### src/rtl/seg7_scan_decoder.sv
// Decodes a multiplexed active-low 7-seg bus back to per-digit BCD; capture lands STABLE_CYCLES+1 cycles after inputs settle.
// Passive observer: no backpressure, inputs are sampled every cycle and outputs are registered.
module seg7_scan_decoder #(
    parameter int DIGITS        = 4,
    parameter int STABLE_CYCLES = 4
) (
    input  logic                  clk,
    input  logic                  rst_n,
    input  logic [6:0]            seg,
    input  logic [DIGITS-1:0]     dig_sel,
    input  logic                  err_clr,
    output logic [4*DIGITS-1:0]   bcd_out,
    output logic [DIGITS-1:0]     digit_valid,
    output logic                  err,
    output logic [2:0]            err_digit,
    output logic                  frame_done
);

    localparam int SW = 7 + DIGITS;
    localparam int CW = $clog2(STABLE_CYCLES);
    localparam logic [CW-1:0] CNT_MAX = CW'(STABLE_CYCLES - 1);
    localparam logic [CW-1:0] CNT_ARM = CW'(STABLE_CYCLES - 2);

    typedef enum logic {WAIT, HELD} state_t;

    state_t              state;
    logic [SW-1:0]       s1, s2, s2_d;
    logic [CW-1:0]       cnt;
    logic [DIGITS-1:0]   mask;
    logic [DIGITS-1:0]   sel;
    logic [6:0]          pat;
    logic                diff;
    logic                sel_onehot;
    logic                capture;
    logic [2:0]          sel_idx;
    logic [4:0]          dec;

    // {legal, code}; anything outside the table decodes to E and is flagged illegal
    function automatic logic [4:0] decode(input logic [6:0] p);
        case (p)
            7'b1000000: decode = 5'h10;
            7'b1111001: decode = 5'h11;
            7'b0100100: decode = 5'h12;
            7'b0110000: decode = 5'h13;
            7'b0011001: decode = 5'h14;
            7'b0010010: decode = 5'h15;
            7'b0000010: decode = 5'h16;
            7'b1111000: decode = 5'h17;
            7'b0000000: decode = 5'h18;
            7'b0010000: decode = 5'h19;
            7'b1111111: decode = 5'h1F;
            default:    decode = 5'h0E;
        endcase
    endfunction

    assign sel        = s2[SW-1:7];
    assign pat        = s2[6:0];
    assign diff       = (s2 != s2_d);
    assign sel_onehot = (sel != '0) && ((sel & (sel - DIGITS'(1))) == '0);
    assign dec        = decode(pat);
    // Fire on the edge where cnt reaches STABLE_CYCLES-1 so the capture registers in that same cycle
    assign capture    = (state == WAIT) && !diff && (cnt == CNT_ARM) && sel_onehot;

    always_comb begin
        sel_idx = '0;
        for (int i = 0; i < DIGITS; i++) begin
            if (sel[i]) sel_idx = 3'(i);
        end
    end

    always_ff @(posedge clk or negedge rst_n) begin
        if (!rst_n) begin
            state       <= WAIT;
            s1          <= '0;
            s2          <= '0;
            s2_d        <= '0;
            cnt         <= '0;
            mask        <= '0;
            bcd_out     <= '1;
            digit_valid <= '0;
            err         <= 1'b0;
            err_digit   <= '0;
            frame_done  <= 1'b0;
        end else begin
            s1         <= {dig_sel, seg};
            s2         <= s1;
            s2_d       <= s2;
            cnt        <= diff ? '0 : ((cnt == CNT_MAX) ? cnt : cnt + CW'(1));
            frame_done <= 1'b0;

            case (state)
                WAIT: if (capture) state <= HELD;
                HELD: if (diff)    state <= WAIT;
                default:           state <= WAIT;
            endcase

            if (err_clr) err <= 1'b0;

            if (capture) begin
                for (int i = 0; i < DIGITS; i++) begin
                    if (sel[i]) begin
                        bcd_out[4*i +: 4] <= dec[3:0];
                        digit_valid[i]    <= dec[4];
                    end
                end
                if (!dec[4]) begin
                    err       <= 1'b1;
                    err_digit <= sel_idx;
                end
                if (&(mask | sel)) begin
                    frame_done <= 1'b1;
                    mask       <= '0;
                end else begin
                    mask <= mask | sel;
                end
            end
        end
    end

endmodule

### config.mk
export PLATFORM = sky130hd
export DESIGN_NAME = seg7_scan_decoder
export DESIGN_NICKNAME = d
export VERILOG_FILES = /design/src/rtl/seg7_scan_decoder.sv
export SDC_FILE = /design/constraint.sdc
export NUM_CORES = 1
export LEC_CHECK = 0
export BUFFER_PORTS_ARGS = -buffer_cell sky130_fd_sc_hd__buf_2
export CORE_MARGIN = 2
export CORE_UTILIZATION = 45
export CTS_BUF_LIST = sky130_fd_sc_hd__clkbuf_8
export DETAILED_ROUTE_END_ITERATION = 6
export PLACE_DENSITY = 0.69
export SLEW_MARGIN = 20
export SYNTH_ARGS = -nofsm -noshare
export SYNTH_HDL_FRONTEND = slang
export SYNTH_SLANG_ARGS = --single-unit
### constraint.sdc
create_clock -name clk -period 6 [get_ports clk]
set_clock_uncertainty 0.05 [all_clocks]
set_input_delay 0.6 -clock clk [delete_from_list [all_inputs] [get_ports clk]]
set_output_delay 0.6 -clock clk [all_outputs]
set_load 0.01 [all_outputs]
After elaboration in Yosys (flattened, before gate mapping)
Cells that the tools add are included.
W data, S select, Z words.
{"block": "totals", "elab_cells": 66, "output_inout_bits": 25, "regBits": 65, "in_bits": 14}
{"block": "classes", "n_bitwise": 4, "addsub": 2, "n_reduce_logical": 14, "eq_ne": 14, "muxes": 15}
{"op": "$pmux W5 S11", "count": 1}
{"op": "$eq A7 B7 Y1 const B", "count": 4}
{"op": "$eq A7 B5 Y1 const B", "count": 3}
{"op": "$eq A7 B6 Y1 const B", "count": 2}
{"op": "$ne A11 B11 Y1", "count": 1}
{"op": "$reduce_and A2 Y1", "count": 5}
{"op": "$mux W1", "count": 8}
{"op": "$eq A7 B2 Y1 const B", "count": 1}
{"op": "$logic_not A7 Y1", "count": 1}
{"op": "$mux W3", "count": 2}
{"op": "$and A4 B4 Y4", "count": 1}
{"op": "$eq A2 B2 Y1 const B", "count": 2}
{"op": "$logic_and A1 B1 Y1", "count": 4}
{"op": "$logic_not A4 Y1", "count": 1}
{"op": "$mux W2", "count": 2}
{"op": "$mux W4", "count": 1}
{"op": "$or A4 B4 Y4", "count": 1}
{"op": "$reduce_and A4 Y1", "count": 1}
{"op": "$reduce_bool A4 Y1", "count": 1}
{"op": "$sub A4 B1 Y4 const B", "count": 1}
{"op": "$add A2 B1 Y2 const B", "count": 1}
{"op": "$ne A2 B2 Y1 const B", "count": 1}
{"op": "$not A1 Y1", "count": 2}
{"op": "$pmux W1 S2", "count": 1}
{"op": "$logic_not A1 Y1", "count": 1}

Depth between registers and ports, before layout
Gate-level depths: netlist of the first run.
{"block": "logic_depth", "depth_word": 7, "ltp_mapped": 8, "depth_no_buf": 7}

Worst setup path after synthesis of the first run
Ideal clock, no wire load.
{"block": "synth_path", "path_type": "register to register", "start": "register s2[7]", "end": "register digit_valid[1]", "synth_period_minus_slack_ns": 1.966, "n_path_buf": 2, "arrival_ns": 1.788, "setup_slack_ns": 4.034, "setup_ns": 0.127, "stages_incl_launch_ff": 8, "t_required_ns": 5.823, "cell_sequence": "dfrtp_1 > buf_2 > nor4b_2 > a211oi_1 > nor4_4 > buf_6 > nand2_4 > mux2_1"}
{"block": "synth_via", "elab_chain_len": 6, "elab_cells_between_ends": 11, "classes_between": "1 x add/sub; 1 x eq/ne; 1 x bitwise; 8 x reduce/logical"}
{"item": "from (decl)", "line": "27", "rtl": "logic [SW-1:0] s1, s2, s2_d;"}
{"item": "from (signal assigned)", "line": "75", "rtl": "s2 <= '0;"}
{"item": "from (signal assigned)", "line": "86", "rtl": "s2 <= s1;"}
{"item": "$sub A4 B1 Y4 or $ne A11 B11 Y1 (tied branches)", "line": "59, 58"}
{"item": "$and A4 B4 Y4 or $logic_not A1 Y1 (tied branches)", "line": "59, 62"}
{"item": "$logic_not A4 Y1 or $logic_and A1 B1 Y1 (tied branches)", "line": "59, 62"}
{"item": "$logic_and A1 B1 Y1, on equally long branches", "line": "59, 62"}
{"item": "$logic_and A1 B1 Y1 (*)", "line": "62", "rtl": "assign capture = (state == WAIT) && !diff && (cnt == CNT_ARM) && sel_onehot;"}
{"item": "$reduce_and A2 Y1 (no line) (*)"}
{"item": "to (signal, indexed assignment)", "line": "103", "rtl": "digit_valid[i] <= dec[4];"}
{"item": "to (decl)", "line": "13", "rtl": "output logic [DIGITS-1:0] digit_valid,"}
Mark *: on every way between the ends. The rest lies on a longest branch, timed or not.
A chain may end at the register's enable or synchronous reset.

Final worst setup path of the first run
{"block": "layout_path", "start": "register s2[8]", "end": "register digit_valid[2]"}
The elaborated chain is that of the path after synthesis.

==> results of run 1 <==
-- cell usage in the layout, fill, tap and decap left out, types with 7 or more instances in the layout --
cell type	n
nor2_1	9
buf_2	37
a21oi_1	12
mux2_1	10
dfrtp_1	48
inv_1	7
mux2_2	10
xnor2_1	11
clkbuf_8	11
dfstp_2	16
-- worst max-delay path by stage --
stage	cells past startpoint	from	to
floorplan	7	s2[7]$_DFF_PN0_	digit_valid[1]$_DFFE_PN0P_
global placement	5	s2[8]$_DFF_PN0_	digit_valid[2]$_DFFE_PN0P_
detailed placement	5	s2[8]$_DFF_PN0_	digit_valid[3]$_DFFE_PN0P_
CTS	5	s2[8]$_DFF_PN0_	digit_valid[3]$_DFFE_PN0P_
global route	5	s2[8]$_DFF_PN0_	digit_valid[3]$_DFFE_PN0P_
finish	5	s2[8]$_DFF_PN0_	digit_valid[2]$_DFFE_PN0P_
-- metal layers --
layer  global-route usage  vias to the layer above  share of wire  routed length, um
met2                0.211                       47           0.44               1830
met1                0.204                      710           0.48               2000
met4               0.0632                        0          0.012                 48
met5                    0                        -              0                  0
li1                     -                      717              -                  -
met3               0.0701                        5          0.067                281
-- area by class of cell --
| type | count | share of cell area |
|---|---|---|
| inverter | 6 | 0.00762 |
| sequential | 64 | 0.549 |
| multi-input combinational | 106 | 0.273 |
| clock buffer | 11 | 0.0512 |
| tap | 72 | 0.0305 |
| clock inverter | 4 | 0.0233 |
| timing repair buffer | 38 | 0.0652 |
-- per-stage QoR --
step | total power, mW | std cells | cell area [um2]
finish | 0.896 | 301 | 2960
global route | 0.935 | 301 | 2960
CTS | 0.908 | 301 | 2960
detailed placement | 0.497 | 286 | 2740
global placement | 0.496 | 286 | 2740
floorplan | 0.480 | 186 | 2510
-- cell families after synthesis --
| family | synth area share |
|---|---|
| compound gates | 0.0529 |
| xor+xnor | 0.0489 |
| fa+ha+maj | 0.00998 |
| buf+inv | 0.0309 |
| flops | 0.647 |
| mux | 0.0978 |
| other cells | 0.00150 |
| simple gates | 0.111 |
-- sequential cells by signal, summed over array words and instances (netlist names) --
signal / flops
mask: 4
err: 1
s1: 11
bcd_out: 16
cnt: 2
s2: 11
state: 1
digit_valid: 4
err_digit: 2
s2_d: 11
frame_done: 1
-- where the power goes --
| group | internal, mW | switching [mW] |
|---|---|---|
| clock network | 0.252 | 0.155 |
| registers | 0.443 | 0.0136 |
| logic | 0.0137 | 0.0182 |
==> out/qor.yml, run 1 <==
outcome: "finished, final reports clean"
crit_arrival_ns: 2.67
synth_area_mm2: 0.00251
worst-path-max-fanout: 13
hpwl_um: 2780
vias_per_cell: 4.91
ys_types: 38
cpMaxStageDelayCell: "nor4_4"
antenna_found_initial: 0
hold_class: "reg -> reg"
rr_startpoint: "s2[8]$_DFF_PN0_"
drtAntennaViolNets: 0
cts_tree: "built"
tightestPinTransition_ns: 0.759
cellLeakagePower_nw: 1.42
fmax_mhz: 400
grtUsageTotal: 0.152
reg2reg_depth: 5
dp_slack_ns: 3.51
maxSlewHeadroom: 0.494
r2r_end: "digit_valid[2]$_DFFE_PN0P_"
io_pins: 39
clock-sinks: 64
multi_input_area_um2: 808
num_vias: 1479
cts_hold_buf: 0
synth_top_cell_by_area: "dfrtp_1"
max_stage_delay_ns: 0.71
fp.dieArea_mm2: 0.00619
hold_depth: 0
ys_warn_count: 0
worstSkewPairLatency_ns: 0.34
die_height_um: 78.6
synth-seq-cells: 64
hold_end: "s2[9]$_DFF_PN0_"
cts_setup_buffers: 0
synthTopCellsByArea: "dfrtp_1 48%, dfstp_2 17%, mux2_1 4.5%, mux2_2 4.5%, xnor2_1 3.8%"
ys_async_sr_fraction: 1.00
synth_top_area_frac: 0.479
yosys.cell_count.top_type: "dfrtp_1"
netlist_instances: 186
path_clk_slew_ns: 0.07
reg2reg_slack_ns: 3.50
peakVddDrop_mv: 0.207
finalWirelength_um: 4160
gp_congestion: 0.835
fin_util: 0.543
critPathLaunchType: "flop"
drv_slew: 0
die_x_um: 78.6
min_period_ns: 2.50
hold_ws_ns: 0.298
max-cap-violations: 0
ys_seq_area_frac: 0.647
dr.pass1.iters: 4
diodes: 0
final_hold_viol_count: 0
grt_max_degree: 65
final-seq-area_mm2: 0.00162
fin_setup_tns_ns: 0
setup_viol: 0
cts_htree_levels: 3
nets: 241
port_buffers: 37
crit_required_ns: 6.17
rsz0062_at_grt: "no"
drc: 0
coreArea_mm2: 0.00544
cp.buffers_inverters: 0
area_growth_pct: 17.9
grt_pass1_wl_um: 6940
rows: 27
crit_chain: "xnor2_1, nand4_1, nor4_4, nand2_1, mux2_2"
min_from: "s1[9]$_DFF_PN0_"
cts_max_path_buffers: 2
drtIter0Drc: 57
period_share: 0.417
worst_slack_ns: 3.50
synth-edff-count: 0
cts_resized: 0
synthTopCellsByCount: "48 x dfrtp_1, 16 x dfstp_2, 12 x a21oi_1"
grt.overflow.total: 0
powerDensity_mw_per_mm2: 303
wl_per_cell_um: 13.8
cts-root-buf: "clkbuf_8"
endpoint_kind: "flop"
start_util: 0.461
drive_gt1_frac: 0.362
cts_buffers: 9
synth_nets: 202
critPathTopFamily: "simple AND/OR/NAND/NOR gates"
grt_pass1_vias: 1419
synth-main-ff-cell: "dfrtp_1"
nFillCells: 467
syn_area_per_cell_um2: 13.5
criticalPathCategory: "reg -> reg"
Power figures use the tool's default switching activity.
==> run 2: changes to the inputs <==
--- a/config.mk
+++ b/config.mk
@@ -10,7 +10,7 @@
 export CORE_UTILIZATION = 45
 export CTS_BUF_LIST = sky130_fd_sc_hd__clkbuf_8
 export DETAILED_ROUTE_END_ITERATION = 6
-export PLACE_DENSITY = 0.69
+export PLACE_DENSITY = 0.71
 export SLEW_MARGIN = 20
 export SYNTH_ARGS = -nofsm -noshare
 export SYNTH_HDL_FRONTEND = slang
==> constraint.sdc (replaced) <==
create_clock -name clk -period 2.25 [get_ports clk]
set_clock_uncertainty 0.05 [all_clocks]
set_input_delay 0.225 -clock clk [delete_from_list [all_inputs] [get_ports clk]]
set_output_delay 0.225 -clock clk [all_outputs]
set_load 0.01 [all_outputs]
==> run 2 against run 1 <==
  * The run now ends with negative hold slack left
  * Flip-flop and latch count unchanged
  * Critical path depth unchanged
  * Count of clock-buffer cells in the layout decreased by 2
  * Utilization increased by 2.3 points
  * Combinational power increased to 3.4 times the previous value
  * Wire length increased by 0.46%
  * Via count increased by 4.4%
  * Sequential power increased to 2.6 times the previous value
  * Critical endpoint unchanged
  * Largest cell class unchanged
==> out/qor.yml, run 2 (synthesis results as in run 1) <==
outcome: "finished with violations"
violations: "negative hold slack"
hpwl_um: 2730  # -1.7%
drv_slew: 0  # unchanged
grt_pass1_wl_um: 7020  # +1.1%
maxSlewHeadroom: 0.488  # -0.00620
drc: 0  # unchanged
final_common_cell: "dfrtp_1"
largest_reg_flops: 16  # unchanged
fp.dieArea_mm2: 0.00619  # unchanged
antenna_found_initial: 0  # unchanged
path_clk_slew_ns: 0.07  # about the same
wl_per_cell_um: 13.2  # -4.9%
die_height_um: 78.6  # unchanged
dr.pass1.iters: 4  # unchanged
vias_per_cell: 4.86  # -1.2%
tightestPinTransition_ns: 0.768  # +0.00930 ns
diodes: 0  # unchanged
cts_tree: "built"
final_hold_viol_count: 7  # +7
grt_max_degree: 65  # unchanged
grt.overflow.total: 0  # unchanged
drtAntennaViolNets: 0  # unchanged
setup_viol: 0  # unchanged
critPathLaunchType: "flop"
hold_class: "in -> async"
min_period_ns: 2.12  # -0.378 ns
grt_pass1_vias: 1464  # +3.2%
cts_buffers: 9  # unchanged
cellLeakagePower_nw: 1.47  # +3.4%
endpoint_kind: "flop"
layout_common_cells: "47 x dfrtp_1, 37 x buf_2, 16 x dfstp_2"
powerDensity_mw_per_mm2: 740  # +140%
grtUsageTotal: 0.150  # -0.00157
period_share: 0.944  # +0.527
timing.critical_path.from: "s2[9]$_DFF_PN0_"
area_growth_pct: 23.0
peakVddDrop_mv: 0.459  # +120%
die_x_um: 78.6  # unchanged
gp_congestion: 0.789  # -5.6%
worst-path-max-fanout: 10  # -3
fmax_mhz: 471  # +18%
drive_gt1_frac: 0.366  # +0.00341
finalWirelength_um: 4180  # +0.46%
crit_arrival_ns: 2.30  # -0.37 ns
start_util: 0.461  # unchanged
hold_ws_ns: -0.0170  # -0.315 ns
fin_util: 0.567  # +0.0235
worst_slack_ns: 0.125  # -3.37 ns
power.total_mw: 2.28  # +150%
crit_required_ns: 2.42  # -3.75 ns
rsz0062_at_grt: "no"
cts_htree_levels: 3  # unchanged
final_cells: 318  # +5.6%
cts_max_path_buffers: 2  # unchanged
fin_setup_tns_ns: 0  # unchanged
dpl_cell_area_mm2: 0.00277  # +1.1%
design_area_mm2: 0.00308  # +4.3%
criticalPathCategory: "reg -> reg"
max-cap-violations: 0  # unchanged
rr_startpoint: "s2[9]$_DFF_PN0_"
num_vias: 1544  # +4.4%
coreArea_mm2: 0.00544  # unchanged
placed_cells: 290  # +1.4%
dp_slack_ns: 0.167  # -3.35 ns
rows: 27  # unchanged
port_buffers: 37  # unchanged
nets: 257  # +6.6%
cts-root-buf: "clkbuf_8"
io_pins: 39  # unchanged
max_flop_register: "bcd_out"
drtIter0Drc: 60  # +5.3%
clock-sinks: 64  # unchanged
worstSkewPairLatency_ns: 0.33  # about the same
run 2: area by class of cell:
cell class / instances / area, um2
sequential: 64 / 1620
clock inverter: 7 / 72.6
fill: 448 / 2360
clock buffer: 9 / 124
inverter: 6 / 22.5
timing repair buffer: 54 / 343
tap: 72 / 90.1
multi-input combinational: 106 / 808
run 2: repair_timing:
item / 4_1_cts / 5_1_grt
resized for setup: 0 / 1
hold endpoints to repair: 12 / 0
hold buffers: 12 / 0
setup buffers: 0 / 0
setup endpoints to repair: 0 / 3
run 2: path summary, 6_finish.rpt:
check / to / depth (start not counted) / slack (ns)
setup / recovery: digit_valid[2]$_DFFE_PN0P_ / 5 / 0.13
hold / removal: s1[0]$_DFF_PN0_ / 2 / -0.02
setup reg to reg: digit_valid[2]$_DFFE_PN0P_ / 5 / 0.13
hold reg to reg: s2[3]$_DFF_PN0_ / 0 / 0.30
max in group asynchronous: s2[7]$_DFF_PN0_ / 2 / 1.61
min in group clk: s2[3]$_DFF_PN0_ / 0 / 0.30
run 2: critical path, cell delays in order (launching register included):
cell,delay [ns]
dfrtp_1,0.51
nor4b_2,0.22
a211oi_1,0.49
nor4_4,0.12
nand2_1,0.26
mux2_2,0.37
run 2: metal layers:
layer,track usage,share of wire,vias to the layer above
met2,0.220,0.45,35
met5,0,0,-
met4,0.0579,0.014,0
met1,0.209,0.49,747
met3,0.0483,0.046,9
li1,-,-,753
run 2: power breakdown:
group / internal [mW] / switching (mW) / total (mW)
Combinational: 0.0522 / 0.0545 / 0.107
Clock: 0.510 / 0.451 / 0.961
Sequential: 1.18 / 0.0326 / 1.21
Total: 1.74 / 0.538 / 2.28
==> run 3: changes to the inputs <==
--- a/config.mk
+++ b/config.mk
@@ -5,6 +5,7 @@
 export SDC_FILE = /design/constraint.sdc
 export NUM_CORES = 1
 export LEC_CHECK = 0
+export ABC_AREA = 1
 export BUFFER_PORTS_ARGS = -buffer_cell sky130_fd_sc_hd__buf_2
 export CORE_MARGIN = 2
 export CORE_UTILIZATION = 45
==> run 3 against run 2 <==
  * The run still ends with negative hold slack left
  * Cell count up 33%
  * Synthesized cell count up 53%
  * Power down 2.9%
  * First-iteration DRC count up 38%
  * Fmax up 19%
  * Sequential power about the same
==> out/qor.yml, run 3 <==
ys_async_sr_fraction: 1.00  # unchanged
max_stage_delay_ns: 0.48  # -0.03 ns
netlist_instances: 285  # +53%
drive_gt1_frac: 0.261  # -0.105
path_clk_slew_ns: 0.08  # about the same
synthTopCellsByArea: "dfrtp_1 45%, dfstp_2 16%, nand2_1 14%, nor2_1 4.8%, inv_1 4.2%"
fin_setup_tns_ns: 0  # unchanged
p_comb_frac: 0.055  # +0.008
synth_top_cell_by_area: "dfrtp_1"
swShare: 0.262  # +0.0262
gp_congestion: 0.957  # +21%
synth-main-ff-cell: "dfrtp_1"
diodes: 0  # unchanged
max_flop_register: "bcd_out"
rsz0062_at_grt: "no"
rows: 28  # +3.7%
drc: 0  # unchanged
cts_htree_levels: 3  # unchanged
worstSkewPairLatency_ns: 0.34  # about the same
cts_setup_buffers: 0  # unchanged
fmax_mhz: 562  # +19%
start_util: 0.459  # -0.00232
layout_common_cells: "97 x nand2_1, 48 x dfrtp_1, 37 x buf_2"
finalWirelength_um: 4980  # +19%
drtIter0Drc: 83  # +38%
cp.buffers_inverters: 1  # +1
tightestPinTransition_ns: 0.790  # +0.0218 ns
ys_seq_area_frac: 0.608  # -0.0388
maxSlewHeadroom: 0.473  # -0.0145
fp.dieArea_mm2: 0.00656  # +6.1%
setup_viol: 0  # unchanged
clock-sinks: 64  # unchanged
dr.pass1.iters: 4  # unchanged
final-seq-area_mm2: 0.00162  # about the same
syn_area_per_cell_um2: 9.36  # -31%
p_int_mw: 1.63  # -6.3%
yosys.cell_count.top_type: "nand2_1"
grt_pass1_wl_um: 8560  # +22%
final_hold_viol_count: 2  # -5
grtUsageTotal: 0.176  # +0.0255
cts_resized: 0  # unchanged
vias_per_cell: 4.65  # -4.2%
area_growth_pct: 21.3
drv_slew: 0  # unchanged
drtAntennaViolNets: 0  # unchanged
wl_per_cell_um: 11.7  # -11%
cellLeakagePower_nw: 1.73  # +17%
synth-edff-count: 0  # unchanged
die_x_um: 81.0  # +3.0%
synth_area_mm2: 0.00267  # +6.4%
outcome: "finished with violations"
dp_slack_ns: 0.504  # +0.338 ns
hpwl_um: 3360  # +23%
antenna_found_initial: 0  # unchanged
synth_top_area_frac: 0.450  # -0.0288
violations: "negative hold slack"
num_vias: 1972  # +28%
cts-root-buf: "clkbuf_8"
critPathLaunchType: "flop"
cts_buffers: 9  # unchanged
port_buffers: 37  # unchanged
grt_max_degree: 65  # unchanged
grt.overflow.total: 0  # unchanged
criticalPathCategory: "reg -> reg"
switchingPower_mw: 0.580  # +7.8%
synth-seq-cells: 64  # unchanged
die_height_um: 81.0  # +3.0%
largest_reg_flops: 16  # unchanged
crit_chain: "inv_2, nand2_1, o21ai_0, nand2_1, nor2_4, nand4_4, nor2_1, nor2_1"
min_period_ns: 1.78  # -0.345 ns
multi_input_area_um2: 892  # +10%
peakVddDrop_mv: 0.399  # -13%
crit_required_ns: 2.42  # about the same
hold_class: "in -> async"
crit_arrival_ns: 1.95  # -0.35 ns
coreArea_mm2: 0.00582  # +6.9%
ys_warn_count: 0  # unchanged
nets: 360  # +40%
worst_slack_ns: 0.470  # +0.345 ns
worst-path-max-fanout: 8  # -2
synthTopCellsByCount: "97 x nand2_1, 48 x dfrtp_1, 34 x nor2_1"
cpMaxStageDelayCell: "dfrtp_1"
power.total_mw: 2.22  # -2.9%
cts_tree: "built"
endpoint_kind: "flop"
period_share: 0.791  # -0.153
hold_ws_ns: -0.00558  # +0.0115 ns
cts_max_path_buffers: 2  # unchanged
clock_power_share: 0.400  # -0.021
final_common_cell: "nand2_1"
critPathTopFamily: "simple AND/OR/NAND/NOR gates"
max-cap-violations: 0  # unchanged
ys_types: 23  # -39%
synth_nets: 301  # +49%
cts_hold_buf: 11  # -1
powerDensity_mw_per_mm2: 684  # -7.6%
io_pins: 39  # unchanged
seqPwrFrac: 0.545  # +0.013
grt_pass1_vias: 1907  # +30%
nFillCells: 544  # +21%
==> run 3: worst paths after layout <==
kind / from / end / slack (ns) / depth (start not counted)
worst max-delay path: s2[9]$_DFF_PN0_ / digit_valid[3]$_DFFE_PN0P_ / 0.47 / 8
worst min register to register: s1[7]$_DFF_PN0_ / s2[7]$_DFF_PN0_ / 0.30 / 0
worst max register to register: s2[9]$_DFF_PN0_ / digit_valid[3]$_DFFE_PN0P_ / 0.47 / 8
worst min-delay path: rst_n / err$_DFF_PN0_ / -0.006 / 2
min in group clk: err_clr / err$_DFF_PN0_ / 0.01 / 2
max in group asynchronous: rst_n / s2[4]$_DFF_PN0_ / 1.63 / 2
==> run 3: power by group through the flow <==
stage | Sequential [mW] | Combinational [mW] | Clock (mW)
2_1_floorplan | 1.22 | 0.0638 | 0
3_3_place_gp | 1.23 | 0.106 | 0
3_5_place_dp | 1.23 | 0.107 | 0
4_1_cts | 1.21 | 0.122 | 0.912
5_1_grt | 1.21 | 0.139 | 0.953
6_report | 1.21 | 0.121 | 0.887
==> run 3: cell type report <==
class / count / area share
Sequential cell: 64 / 0.501
Multi-Input combinational cell: 181 / 0.276
Timing Repair Buffer: 49 / 0.0935
Inverter: 39 / 0.0452
Clock buffer: 9 / 0.0383
Tap cell: 75 / 0.0290
Clock inverter: 7 / 0.0174
==> run 3: stage by stage <==
stage | instances | utilization | hold WS, ns | cell area (um2)
floorplan | 285 | - | -0.121 | 2670
global placement | 397 | 0.507 | 0.282 | 2950
detailed placement | 397 | 0.507 | 0.284 | 2950
CTS | 424 | 0.557 | 0.000253 | 3240
global route | 424 | 0.557 | 0.0219 | 3240
finish | 424 | 0.557 | -0.00558 | 3240
==> run 3: layer usage <==
layer,share of wire,GRT usage,vias to the layer above
met3,0.040,0.0378,7
li1,-,-,991
met2,0.48,0.288,42
met4,0.020,0.0949,0
met1,0.46,0.217,932
met5,0,0,-
==> run 3: kinds of logic after synthesis <==
kind of cell / Yosys count / share of synthesized area
AOI/OAI and AO/OA: 13 / 0.0258
other: 1 / 0.00141
adders and majority gates: 2 / 0.00938
and+or+nand+nor: 159 / 0.278
buffers and inverters: 40 / 0.0577
xor gates and xnor gates: 6 / 0.0197
DFF: 64 / 0.608
